File: src/rtl/lb_arbiter_if.sv
// Bus bundle for lb_arbiter.
// Groups three sets of signals: master A (fixed-timing strobes), master B (req/gnt handshake),
// and the local-bus slave side. It also carries the B-wait statistics.
// The 'slave' modport is the arbiter's view. The 'master' modport is the environment's view:
// both masters plus the local-bus slaves.
interface lb_arbiter_if #(
    parameter int unsigned CW = 16
) ();
    // Master A
    logic          a_strobe;
    logic          a_rd;
    logic [23:0]   a_addr;
    logic [31:0]   a_wdata;
    logic [31:0]   a_rdata;
    logic          a_rvalid;
    // Master B
    logic          b_req;
    logic          b_rd;
    logic [23:0]   b_addr;
    logic [31:0]   b_wdata;
    logic          b_gnt;
    logic [31:0]   b_rdata;
    logic          b_rvalid;
    // Local bus
    logic [23:0]   lb_addr;
    logic          lb_strobe;
    logic          lb_rd;
    logic          lb_write;
    logic [31:0]   lb_wdata;
    logic [31:0]   lb_rdata;
    // Statistics
    logic [CW-1:0] b_wait_max;
    logic          clr_stats;

    modport slave (
        input  a_strobe, a_rd, a_addr, a_wdata,
        output a_rdata, a_rvalid,
        input  b_req, b_rd, b_addr, b_wdata,
        output b_gnt, b_rdata, b_rvalid,
        output lb_addr, lb_strobe, lb_rd, lb_write, lb_wdata,
        input  lb_rdata,
        output b_wait_max,
        input  clr_stats
    );

    modport master (
        output a_strobe, a_rd, a_addr, a_wdata,
        input  a_rdata, a_rvalid,
        output b_req, b_rd, b_addr, b_wdata,
        input  b_gnt, b_rdata, b_rvalid,
        input  lb_addr, lb_strobe, lb_rd, lb_write, lb_wdata,
        output lb_rdata,
        input  b_wait_max,
        output clr_stats
    );
endinterface

File: src/rtl/lb_arbiter.sv
// Two-master local-bus arbiter.
// Master A always wins. Master B is granted when A is idle, but never in two consecutive cycles.
// The winning transaction is registered onto the local bus.
// A tag pipeline of RD_LAT entries routes read data back to the issuing master.
// The longest B request-to-grant wait is tracked in a saturating counter.
// Ports:
//   clk     - single clock
//   reset_n - asynchronous active-low reset
//   bus     - lb_arbiter_if.slave: master A, master B, local bus, statistics
module lb_arbiter #(
    parameter int unsigned RD_LAT = 2,
    parameter int unsigned CW     = 16
) (
    input logic         clk,
    input logic         reset_n,
    lb_arbiter_if.slave bus
);
    localparam logic [CW-1:0] CntMax = {CW{1'b1}};

    logic              a_win, b_win, gnt_q;
    logic              lb_strobe_q, lb_strobe_d, lb_rd_q, lb_rd_d, lb_own_q, lb_own_d;
    logic [23:0]       lb_addr_q, lb_addr_d;
    logic [31:0]       lb_wdata_q, lb_wdata_d;
    logic [RD_LAT-1:0] tag_vld_q, tag_vld_d, tag_own_q, tag_own_d;
    logic              tail_vld, tail_own;
    logic              a_rvalid_q, a_rvalid_d, b_rvalid_q, b_rvalid_d;
    logic [31:0]       a_rdata_q, a_rdata_d, b_rdata_q, b_rdata_d;
    logic [CW-1:0]     cnt_q, cnt_d, wait_max_q, wait_max_d;

    // Arbitration; gnt_q blocks a second grant on a request that is still held after its grant.
    always_comb begin
        a_win = bus.a_strobe;
        b_win = ~bus.a_strobe & bus.b_req & ~gnt_q;
    end

    // Local-bus register: address/rd/wdata hold when idle; owner 1 means master B.
    always_comb begin
        lb_strobe_d = a_win | b_win;
        lb_rd_d     = lb_rd_q;
        lb_addr_d   = lb_addr_q;
        lb_wdata_d  = lb_wdata_q;
        lb_own_d    = lb_own_q;
        if (a_win) begin
            lb_rd_d    = bus.a_rd;
            lb_addr_d  = bus.a_addr;
            lb_wdata_d = bus.a_wdata;
            lb_own_d   = 1'b0;
        end else if (b_win) begin
            lb_rd_d    = bus.b_rd;
            lb_addr_d  = bus.b_addr;
            lb_wdata_d = bus.b_wdata;
            lb_own_d   = 1'b1;
        end
    end

    // Tag pipeline: the tail lines up with lb_rdata being valid for that read.
    always_comb begin
        tag_vld_d    = tag_vld_q;
        tag_own_d    = tag_own_q;
        tag_vld_d[0] = lb_strobe_q & lb_rd_q;
        tag_own_d[0] = lb_own_q;
        for (int i = 1; i < int'(RD_LAT); i++) begin
            tag_vld_d[i] = tag_vld_q[i-1];
            tag_own_d[i] = tag_own_q[i-1];
        end
        tail_vld = tag_vld_q[RD_LAT-1];
        tail_own = tag_own_q[RD_LAT-1];
    end

    always_comb begin
        a_rvalid_d = tail_vld & ~tail_own;
        b_rvalid_d = tail_vld & tail_own;
        a_rdata_d  = a_rvalid_d ? bus.lb_rdata : a_rdata_q;
        b_rdata_d  = b_rvalid_d ? bus.lb_rdata : b_rdata_q;
    end

    // Wait statistics: cnt_q is the number of cycles B has waited before the current cycle.
    always_comb begin
        cnt_d      = cnt_q;
        wait_max_d = wait_max_q;
        if (b_win) begin
            cnt_d = '0;
            if (cnt_q > wait_max_q) begin
                wait_max_d = cnt_q;
            end
        end else if (bus.b_req) begin
            cnt_d = (cnt_q == CntMax) ? cnt_q : cnt_q + 1'b1;
        end else begin
            cnt_d = '0;
        end
        if (bus.clr_stats) begin
            wait_max_d = '0;
        end
    end

    always_ff @(posedge clk or negedge reset_n) begin
        if (!reset_n) begin
            gnt_q       <= 1'b0;
            lb_strobe_q <= 1'b0;
            lb_rd_q     <= 1'b0;
            lb_addr_q   <= '0;
            lb_wdata_q  <= '0;
            lb_own_q    <= 1'b0;
            tag_vld_q   <= '0;
            tag_own_q   <= '0;
            a_rvalid_q  <= 1'b0;
            b_rvalid_q  <= 1'b0;
            a_rdata_q   <= '0;
            b_rdata_q   <= '0;
            cnt_q       <= '0;
            wait_max_q  <= '0;
        end else begin
            gnt_q       <= b_win;
            lb_strobe_q <= lb_strobe_d;
            lb_rd_q     <= lb_rd_d;
            lb_addr_q   <= lb_addr_d;
            lb_wdata_q  <= lb_wdata_d;
            lb_own_q    <= lb_own_d;
            tag_vld_q   <= tag_vld_d;
            tag_own_q   <= tag_own_d;
            a_rvalid_q  <= a_rvalid_d;
            b_rvalid_q  <= b_rvalid_d;
            a_rdata_q   <= a_rdata_d;
            b_rdata_q   <= b_rdata_d;
            cnt_q       <= cnt_d;
            wait_max_q  <= wait_max_d;
        end
    end

    assign bus.b_gnt      = b_win;
    assign bus.lb_strobe  = lb_strobe_q;
    assign bus.lb_rd      = lb_rd_q;
    assign bus.lb_write   = lb_strobe_q & ~lb_rd_q;
    assign bus.lb_addr    = lb_addr_q;
    assign bus.lb_wdata   = lb_wdata_q;
    assign bus.a_rdata    = a_rdata_q;
    assign bus.a_rvalid   = a_rvalid_q;
    assign bus.b_rdata    = b_rdata_q;
    assign bus.b_rvalid   = b_rvalid_q;
    assign bus.b_wait_max = wait_max_q;
endmodule

File: src/flat_wrapper.sv
// flat-port wrapper written by rule: the top's interface ports become plain ports
module lb_arbiter_flat 
#(
    parameter int unsigned RD_LAT = 2,
    parameter int unsigned CW     = 16
)
  (clk, reset_n, bus_a_strobe, bus_a_rd, bus_a_addr, bus_a_wdata, bus_a_rdata, bus_a_rvalid, bus_b_req, bus_b_rd, bus_b_addr, bus_b_wdata, bus_b_gnt, bus_b_rdata, bus_b_rvalid, bus_lb_addr, bus_lb_strobe, bus_lb_rd, bus_lb_write, bus_lb_wdata, bus_lb_rdata, bus_b_wait_max, bus_clr_stats);
  lb_arbiter_if #(.CW(CW)) bus_i ();
  input logic clk;
  input logic reset_n;
  input wire logic [$bits(bus_i.a_strobe)-1:0] bus_a_strobe;
  input wire logic [$bits(bus_i.a_rd)-1:0] bus_a_rd;
  input wire logic [$bits(bus_i.a_addr)-1:0] bus_a_addr;
  input wire logic [$bits(bus_i.a_wdata)-1:0] bus_a_wdata;
  output wire logic [$bits(bus_i.a_rdata)-1:0] bus_a_rdata;
  output wire logic [$bits(bus_i.a_rvalid)-1:0] bus_a_rvalid;
  input wire logic [$bits(bus_i.b_req)-1:0] bus_b_req;
  input wire logic [$bits(bus_i.b_rd)-1:0] bus_b_rd;
  input wire logic [$bits(bus_i.b_addr)-1:0] bus_b_addr;
  input wire logic [$bits(bus_i.b_wdata)-1:0] bus_b_wdata;
  output wire logic [$bits(bus_i.b_gnt)-1:0] bus_b_gnt;
  output wire logic [$bits(bus_i.b_rdata)-1:0] bus_b_rdata;
  output wire logic [$bits(bus_i.b_rvalid)-1:0] bus_b_rvalid;
  output wire logic [$bits(bus_i.lb_addr)-1:0] bus_lb_addr;
  output wire logic [$bits(bus_i.lb_strobe)-1:0] bus_lb_strobe;
  output wire logic [$bits(bus_i.lb_rd)-1:0] bus_lb_rd;
  output wire logic [$bits(bus_i.lb_write)-1:0] bus_lb_write;
  output wire logic [$bits(bus_i.lb_wdata)-1:0] bus_lb_wdata;
  input wire logic [$bits(bus_i.lb_rdata)-1:0] bus_lb_rdata;
  output wire logic [$bits(bus_i.b_wait_max)-1:0] bus_b_wait_max;
  input wire logic [$bits(bus_i.clr_stats)-1:0] bus_clr_stats;
  assign bus_i.a_strobe = bus_a_strobe;
  assign bus_i.a_rd = bus_a_rd;
  assign bus_i.a_addr = bus_a_addr;
  assign bus_i.a_wdata = bus_a_wdata;
  assign bus_a_rdata = bus_i.a_rdata;
  assign bus_a_rvalid = bus_i.a_rvalid;
  assign bus_i.b_req = bus_b_req;
  assign bus_i.b_rd = bus_b_rd;
  assign bus_i.b_addr = bus_b_addr;
  assign bus_i.b_wdata = bus_b_wdata;
  assign bus_b_gnt = bus_i.b_gnt;
  assign bus_b_rdata = bus_i.b_rdata;
  assign bus_b_rvalid = bus_i.b_rvalid;
  assign bus_lb_addr = bus_i.lb_addr;
  assign bus_lb_strobe = bus_i.lb_strobe;
  assign bus_lb_rd = bus_i.lb_rd;
  assign bus_lb_write = bus_i.lb_write;
  assign bus_lb_wdata = bus_i.lb_wdata;
  assign bus_i.lb_rdata = bus_lb_rdata;
  assign bus_b_wait_max = bus_i.b_wait_max;
  assign bus_i.clr_stats = bus_clr_stats;
  lb_arbiter #(.RD_LAT(RD_LAT), .CW(CW)) u_core (.clk(clk), .reset_n(reset_n), .bus(bus_i));
endmodule
File: config.mk
export PLATFORM = sky130hd
export DESIGN_NAME = lb_arbiter_flat
export DESIGN_NICKNAME = d
export VERILOG_FILES = /design/src/rtl/lb_arbiter_if.sv /design/src/rtl/lb_arbiter.sv /design/src/flat_wrapper.sv
export SDC_FILE = /design/constraint.sdc
export NUM_CORES = 1
export LEC_CHECK = 0
export CORE_MARGIN = 10
export CORE_UTILIZATION = 28
export DETAILED_ROUTE_END_ITERATION = 8
export SLEW_MARGIN = 10
export SYNTH_ARGS = -nofsm -noshare
export SYNTH_HDL_FRONTEND = slang
export SYNTH_SLANG_ARGS = --single-unit
File: constraint.sdc
create_clock -name clk -period 4.1 [get_ports clk]
set_input_delay 1.23 -clock clk [delete_from_list [all_inputs] [get_ports clk]]
set_output_delay 1.23 -clock clk [all_outputs]
set_load 0.01 [all_outputs]
### After elaboration in Yosys (flattened, before gate mapping)

Index checks and enable logic that the tools add are counted.

| word-level totals | value |
|---|---|
| output and inout port bits | 142 |
| flip-flop bits (word level) | 162 |
| word-level logic and storage cells | 47 |
| input port bits | 151 |

| cells by class | value |
|---|---|
| magnitude comparators | 1 |
| reductions and logical operators | 4 |
| muxes and demuxes | 14 |
| add/subtract/negate cells | 1 |
| bitwise operators | 11 |
| eq/ne operators | 2 |

Operators by type and width:

| kind | count |
|---|---|
| 16-bit 2-to-1 mux | 6 |
| 32-bit 2-to-1 mux | 2 |
| 24-bit 2-to-1 mux | 2 |
| 16-bit by 1-bit adder with 16-bit output, second input constant | 1 |
| 16-bit == test, second input constant | 1 |
| 16-bit greater-than comparator | 1 |
| 1-bit bitwise AND | 6 |
| 2-bit nonzero test | 3 |
| 1-bit 2-to-1 mux | 4 |
| 1-bit NOT | 4 |
| 3-bit by 2-bit inequality test with 1-bit output, second input constant | 1 |
| 2-bit AND reduction | 1 |
| 1-bit bitwise OR | 1 |

### Logic depth before layout (Yosys ltp)

Gate-level depths: netlist of the first run.

| depth | value |
|---|---|
| depth after elaboration | 5 |
| depth in mapped cells | 9 |

### Worst setup path after synthesis of the first run

OpenSTA, ideal clock, no wires.

| timing path | value |
|---|---|
| kind | in2out |
| start | in bus_a_strobe |
| end | out bus_b_gnt |
| path slack | 1.241 ns |
| path buffers | 1 |
| arrival | 1.629 ns |
| cell stages on the path | 2 |
| cell sequence | buf_2 -> and2b_4 |

| between the ends | value |
|---|---|
| word-level cells in the longest chain between the ends | 3 |

Ends and longest elaborated chain:

| item | RTL line | source |
|---|---|---|
| start, declared | flat_wrapper.sv:11 | `input wire logic [$bits(bus_i.a_strobe)-1:0] bus_a_strobe;` |
| 1-bit NOT | lb_arbiter.sv:33 | `b_win = ~bus.a_strobe & bus.b_req & ~gnt_q;` |
| 1-bit bitwise AND (2 in series) | lb_arbiter.sv:33 |  |
| end, declared | flat_wrapper.sv:21 | `output wire logic [$bits(bus_i.b_gnt)-1:0] bus_b_gnt;` |

Every way passes these cells.

### Worst setup path in the final report of the first run

| timing path | value |
|---|---|
| start | in bus_b_req |
| end | out bus_b_gnt |

| between the ends | value |
|---|---|
| word-level cells in the longest chain between the ends | 2 |

Ends and longest elaborated chain:

| item | RTL line | source |
|---|---|---|
| start, declared | flat_wrapper.sv:17 | `input wire logic [$bits(bus_i.b_req)-1:0] bus_b_req;` |
| 1-bit bitwise AND (2 in series) | lb_arbiter.sv:33 |  |

Every way passes these cells.

==> flow_summary.ini, run 1 <==
[outcome]
status = finished clean

[sta]
tightest_slew_ns = 1.048
max_slew_margin_pct = 30.01
finalClockSkew_ns = 0.01488
final.min_clock_period_ns = 3.861
whs_ns = 0.3469
fin_setup_tns_ns = 0
setup_viol = 0
clock.fmax_ghz = 0.2590
rsz0062_at_grt = no
hold_viol = 0
period_share_pct = 94.17
setup_slack_ns = 0.2390
drv_slew = 0

[place]
dp_cells = 1225
preCtsSetupSlack_ns = 0.2337
detailed_place.area_um2 = 10640
port_buffers = 292
hpwl_um = 17410
gp_congestion = 0.7747

[global_routing]
grt_max_degree = 79
grt_remaining_overflow = 0
grt_pass1_vias = 5919
grt_first_pass_wirelength_um = 34480
antenna_found_initial = 0
grt_usage_pct = 13.27

[route]
post_drt_wl_per_cell_um = 17.72
drt_iter0_drc = 171
drt_pass1_iterations = 4
drc = 0
vias = 5574
avgViaCountPerCell = 4.434
drt-total-wl_um = 22270
ant_nets = 0

[clock_network]
path_clk_slew_ns = 0.07
root_buffer = clkbuf_16
cts_setup_buffers = 0
cts_tree = yes
cts_resized = 0
cts_buffers = 17
cts_sinks = 162
cts_hold_buf = 0
clk_latency_ns = 0.42
cts_buffer_depth = 2
htreeDepth = 4

[floorplanning]
coreArea_um2 = 25400
io_pins = 293
die_y_um = 181.3
row_count = 58
die_w_um = 181.3
start_util_pct = 28.67
fp.dieArea_um2 = 32850

[setup_path]
path_depth = 4
critPathLaunch = bus_b_req
cp_num_buf_inv = 2
r2r_cells = 7
endpoint_kind = primary output
cp.arrival_ns = 2.63
crit_path_max_fanout = 3
cpMostUsedCell = clkdlybuf4s50_1
r2r-start = u_core.cnt_q[15]
r2r_setup_slack_ns = 1.56
cp_top_family = buffers and inverters
startpoint_type = input pin
worst_ep_required_time_ns = 2.87
setup.worst_path.end = bus_b_gnt
slowest_stage = clkdlybuf4s50_1
max_stage_delay_ns = 0.54
path_cells = clkdlybuf4s50_1, nor2b_1, and2b_4, clkdlybuf4s50_1
r2r-end = u_core.bus.b_wait_max[13]
worstSetupPathType = in2out

[logic_synthesis]
ys_types = 44
synthCells = 619
synth_edf_count = 0
synth_top_family_by_area = multiplexers
ys_seq_elements = 162
syn_nets = 787
synth_xor_area_share_pct = 0.7218
synth_area_um2 = 7281
yosys.area_share.simple_pct = 10.71
synthAdderAreaFrac_pct = 2.921
muxShareOfSynthArea_pct = 19.93
yosys_warnings = 0
yosysSeqAreaShare_pct = 55.68
postSynthAreaPerCell_um2 = 11.76
synth_compound_area_share_pct = 6.977
yosys_most_used_dff = dfrtp_1
synthArstFlopShare_pct = 100.0

[power_and_ir_drop]
fin_total_pwr_mw = 4.908
leakage_nw = 4.729
ir_drop_v = 0.0002343
power-per-cell-area_nw_per_um2 = 436.1

[final_layout]
layout.cells.most_common = clkdlybuf4s50_1
antennaDiodeCount = 0
nets = 1082
layout_common_cells = clkdlybuf4s50_1 (290), dfrtp_1 (162), nand2_1 (73), mux2i_1 (73), o21ai_1 (65)
area_delta_synth_final_pct = 54.58
stdcell_area_um2 = 11250
final_cells = 1257
drive_above_1_share_pct = 13.16
finish.utilization_pct = 44.31

[min_path]
hold_class = reg2reg
holdPathStages = 0

[flow_run]
maxCapViolations = 0
cells in the mapped netlist (9+ instances only):
library cell	number	area (um2)
dfrtp_1	162	4054
a21oi_1	9	45.04
nand2_1	73	274.0
inv_1	18	67.56
clkbuf_1	15	56.30
ha_1	17	212.7
mux2_1	9	101.4
mux2i_1	73	730.7
o21ai_1	65	325.3
nor2_1	14	52.55
nand2b_1	33	206.5
buf_2	9	45.04
mux2_2	55	619.3
worst reg2reg max path: stages, from the launching register on:
cell,delay (ns)
dfrtp_1,0.46
ha_1,0.34
nand4_2,0.16
nor4_1,0.46
nand2_1,0.16
a31oi_4,0.34
buf_4,0.31
mux2i_1,0.24
layer usage:
| layer | track usage [%] | part of all wire (%) |
|---|---|---|
| met1 | 16.15 | 44 |
| met2 | 20.28 | 44 |
| met3 | 6.733 | 11 |
| met4 | 3.580 | 0.95 |
| met5 | 0 | 0 |
cells by family (layout without fill, tap and decap cells):
kind of cell             after synthesis  in the layout
AND/OR/NAND/NOR                      154            154
buffers and inverters                 52            360
multiplexers                         137            137
XOR/XNOR                               6              6
AO/OA/AOI/OAI                         91             91
flip-flops                           162            162
adder cells (fa/ha/maj)               17             17
power by group:
part / internal (mW) / switching (mW)
Sequential: 1.86 / 0.134
Combinational: 0.776 / 0.492
Clock: 0.882 / 0.766
how the worst min path moves through the flow:
stage | from | endpoint | slack [ns]
final | u_core.tag_vld_q[0] | u_core.tag_vld_q[1] | 0.35
after global routing | u_core.tag_vld_q[0] | u_core.tag_vld_q[1] | 0.37
after CTS | u_core.tag_vld_q[0] | u_core.tag_vld_q[1] | 0.35
after detailed placement | u_core.tag_vld_q[0] | u_core.tag_vld_q[1] | 0.34
after global placement | u_core.tag_vld_q[0] | u_core.tag_vld_q[1] | 0.34
after floorplan | u_core.tag_own_q[0] | u_core.tag_own_q[1] | 0.33
area by class of cell:
cell class | count | area, um2
Inverter | 19 | 71.32
Timing Repair Buffer | 309 | 3087
Tap cell | 330 | 412.9
Clock buffer | 17 | 425.4
Fill cell | 2473 | 14140
Sequential cell | 162 | 4054
Clock inverter | 15 | 185.2
Multi-Input combinational cell | 405 | 3019
state kept, by name, indices dropped and copies added (netlist names):
signal and flops:
u_core.bus.a_rvalid 1, u_core.bus.lb_addr 24, u_core.gnt_q 1, u_core.bus.b_rvalid 1, u_core.bus.lb_strobe 1, u_core.bus.b_rdata 32, u_core.tag_vld_q 2, u_core.lb_own_q 1
u_core.bus.a_rdata 32, u_core.bus.lb_wdata 32, u_core.cnt_q 16, u_core.tag_own_q 2, u_core.bus.lb_rd 1, u_core.bus.b_wait_max 16
(Power assumes the default switching activity.)
==> run 2, diff against run 1 <==
--- a/config.mk
+++ b/config.mk
@@ -5,7 +5,7 @@
 export SDC_FILE = /design/constraint.sdc
 export NUM_CORES = 1
 export LEC_CHECK = 0
-export CORE_MARGIN = 10
+export CORE_MARGIN = 4
 export CORE_UTILIZATION = 28
 export DETAILED_ROUTE_END_ITERATION = 8
 export SLEW_MARGIN = 10
==> run 2 against run 1 <==
Compared with the run above:
- sequential cell count unchanged
- cell area decreased by 0.54%
- via count decreased by 1.9%
- non-clock buffer count decreased by 6
- clock power decreased by 5%
- power decreased by 2.1%
- die area decreased by 13%
- sequential share of layout area increased by 0.20 points
- combinational power about the same
- largest cell class unchanged
- critical path depth unchanged
- core utilization decreased by 0.24 points
==> flow_summary.ini, run 2 (synthesis results as in run 1) <==
[clock_network]
root_buffer = clkbuf_16
cts_sinks = 162
cts_resized = 0
cts_buffers = 17
clk_latency_ns = 0.41
cts_tree = yes
cts_setup_buffers = 0
cts_hold_buf = 0
cts_buffer_depth = 2
htreeDepth = 4
path_clk_slew_ns = 0.07

[power_and_ir_drop]
ir_drop_v = 0.0002227
leakage_nw = 4.681
power-per-cell-area_nw_per_um2 = 429.4

[sta]
period_share_pct = 94.42
clock.fmax_ghz = 0.2583
tightest_slew_ns = 1.017
max_slew_margin_pct = 32.05
fin_setup_tns_ns = 0
rsz0062_at_grt = no
hold_viol = 0
finalClockSkew_ns = 0.009541
setup_viol = 0
drv_slew = 0
final.min_clock_period_ns = 3.871

[place]
gp_congestion = 0.7342
detailed_place.area_um2 = 10600
port_buffers = 292
hpwl_um = 15050

[min_path]
hold_class = reg2reg

[route]
ant_nets = 0
post_drt_wl_per_cell_um = 15.79
drc = 0
avgViaCountPerCell = 4.369
drt-total-wl_um = 19760
vias = 5466
drt_iter0_drc = 190
drt_pass1_iterations = 4

[global_routing]
antenna_found_initial = 0
grt_pass1_vias = 5654
grt_max_degree = 62
grt_remaining_overflow = 0
grt_usage_pct = 13.74
grt_first_pass_wirelength_um = 31170

[final_layout]
area_delta_synth_final_pct = 53.74
layout_common_cells = clkdlybuf4s50_1 (290), dfrtp_1 (162), nand2_1 (73), mux2i_1 (73), o21ai_1 (65)
fillerInstances = 2456
finish.utilization_pct = 44.07
drive_above_1_share_pct = 12.60
stdcell_area_um2 = 11190
nets = 1076
antennaDiodeCount = 0
layout.cells.most_common = clkdlybuf4s50_1

[floorplanning]
die_w_um = 169.3
io_pins = 293
row_count = 58
start_util_pct = 28.67
fp.dieArea_um2 = 28650
die_y_um = 169.3
coreArea_um2 = 25400

[setup_path]
crit_path_max_fanout = 3
startpoint_type = input pin
worst_ep_required_time_ns = 2.87
max_stage_delay_ns = 0.54
cp.arrival_ns = 2.64
path_cells = clkdlybuf4s50_1, nor2b_1, and2b_4, clkdlybuf4s50_1
endpoint_kind = primary output
cpMostUsedCell = clkdlybuf4s50_1
worstSetupPathType = in2out
slowest_stage = clkdlybuf4s50_1

[outcome]
status = finished clean

[flow_run]
maxCapViolations = 0
## run 2: cell count changes in the layout (fill, tap and decap cells not counted), sizes merged
cell | before | now
clkinv | 6 | 7
inv | 27 | 25
buf | 19 | 13
bufinv | 1 | 0
clkinvlp | 0 | 2
## run 2: stage by stage
stage                     setup slack, ns  hold WS, ns  std cells  total power [mW]
after floorplan                     1.241       0.3312        619             2.464
after global placement             0.2322       0.3345       1219             3.278
after detailed placement           0.2105       0.3364       1219             3.295
after CTS                          0.1991       0.3409       1251             4.908
after global routing               0.1527       0.3521       1251             5.082
final                              0.2288       0.3448       1251             4.806
## run 2: worst paths after layout
| kind | end | depth (start not counted) | slack (ns) | start |
|---|---|---|---|---|
| worst max-delay path | bus_b_gnt | 4 | 0.23 | bus_b_req |
| worst min-delay path | u_core.tag_vld_q[1] | 0 | 0.34 | u_core.tag_vld_q[0] |
| worst max register to register | u_core.bus.b_wait_max[8] | 7 | 1.75 | u_core.cnt_q[14] |
| worst min register to register | u_core.tag_vld_q[1] | 0 | 0.34 | u_core.tag_vld_q[0] |
| max in group asynchronous | u_core.bus.b_rdata[3] | 2 | 2.55 | reset_n |
| min in group asynchronous | u_core.bus.b_rdata[22] | 1 | 0.71 | reset_n |
## run 2: worst max-delay path: cells and delay by family
family | cells | cell delay [ns]
and+or+nand+nor | 2 | 0.38
buffers and inverters | 2 | 1.03
## run 2: where the power goes
part	switching, mW	leakage (nW)	total (mW)	internal, mW
combinational	0.478	2.41	1.25	0.771
sequential	0.130	1.99	1.99	1.86
clock	0.750	0.283	1.57	0.819
total	1.36	4.68	4.81	3.45
## run 2: final cells by class
class                      instances  area, um2  area share (%)
clock inverter                    15      168.9           1.509
tap                              330      412.9           3.689
clock buffer                      17      425.4           3.801
timing repair buffer             303       3042           27.17
multi-input combinational        405       3019           26.97
sequential                       162       4054           36.22
inverter                          19      71.32          0.6372
## run 2: metal layers
metal	track usage (%)	wire length, um	part of all wire (%)
met2	22.24	9159	46
met1	17.40	8455	43
met3	5.008	1962	9.9
met5	0	0	0
met4	3.885	180	0.91
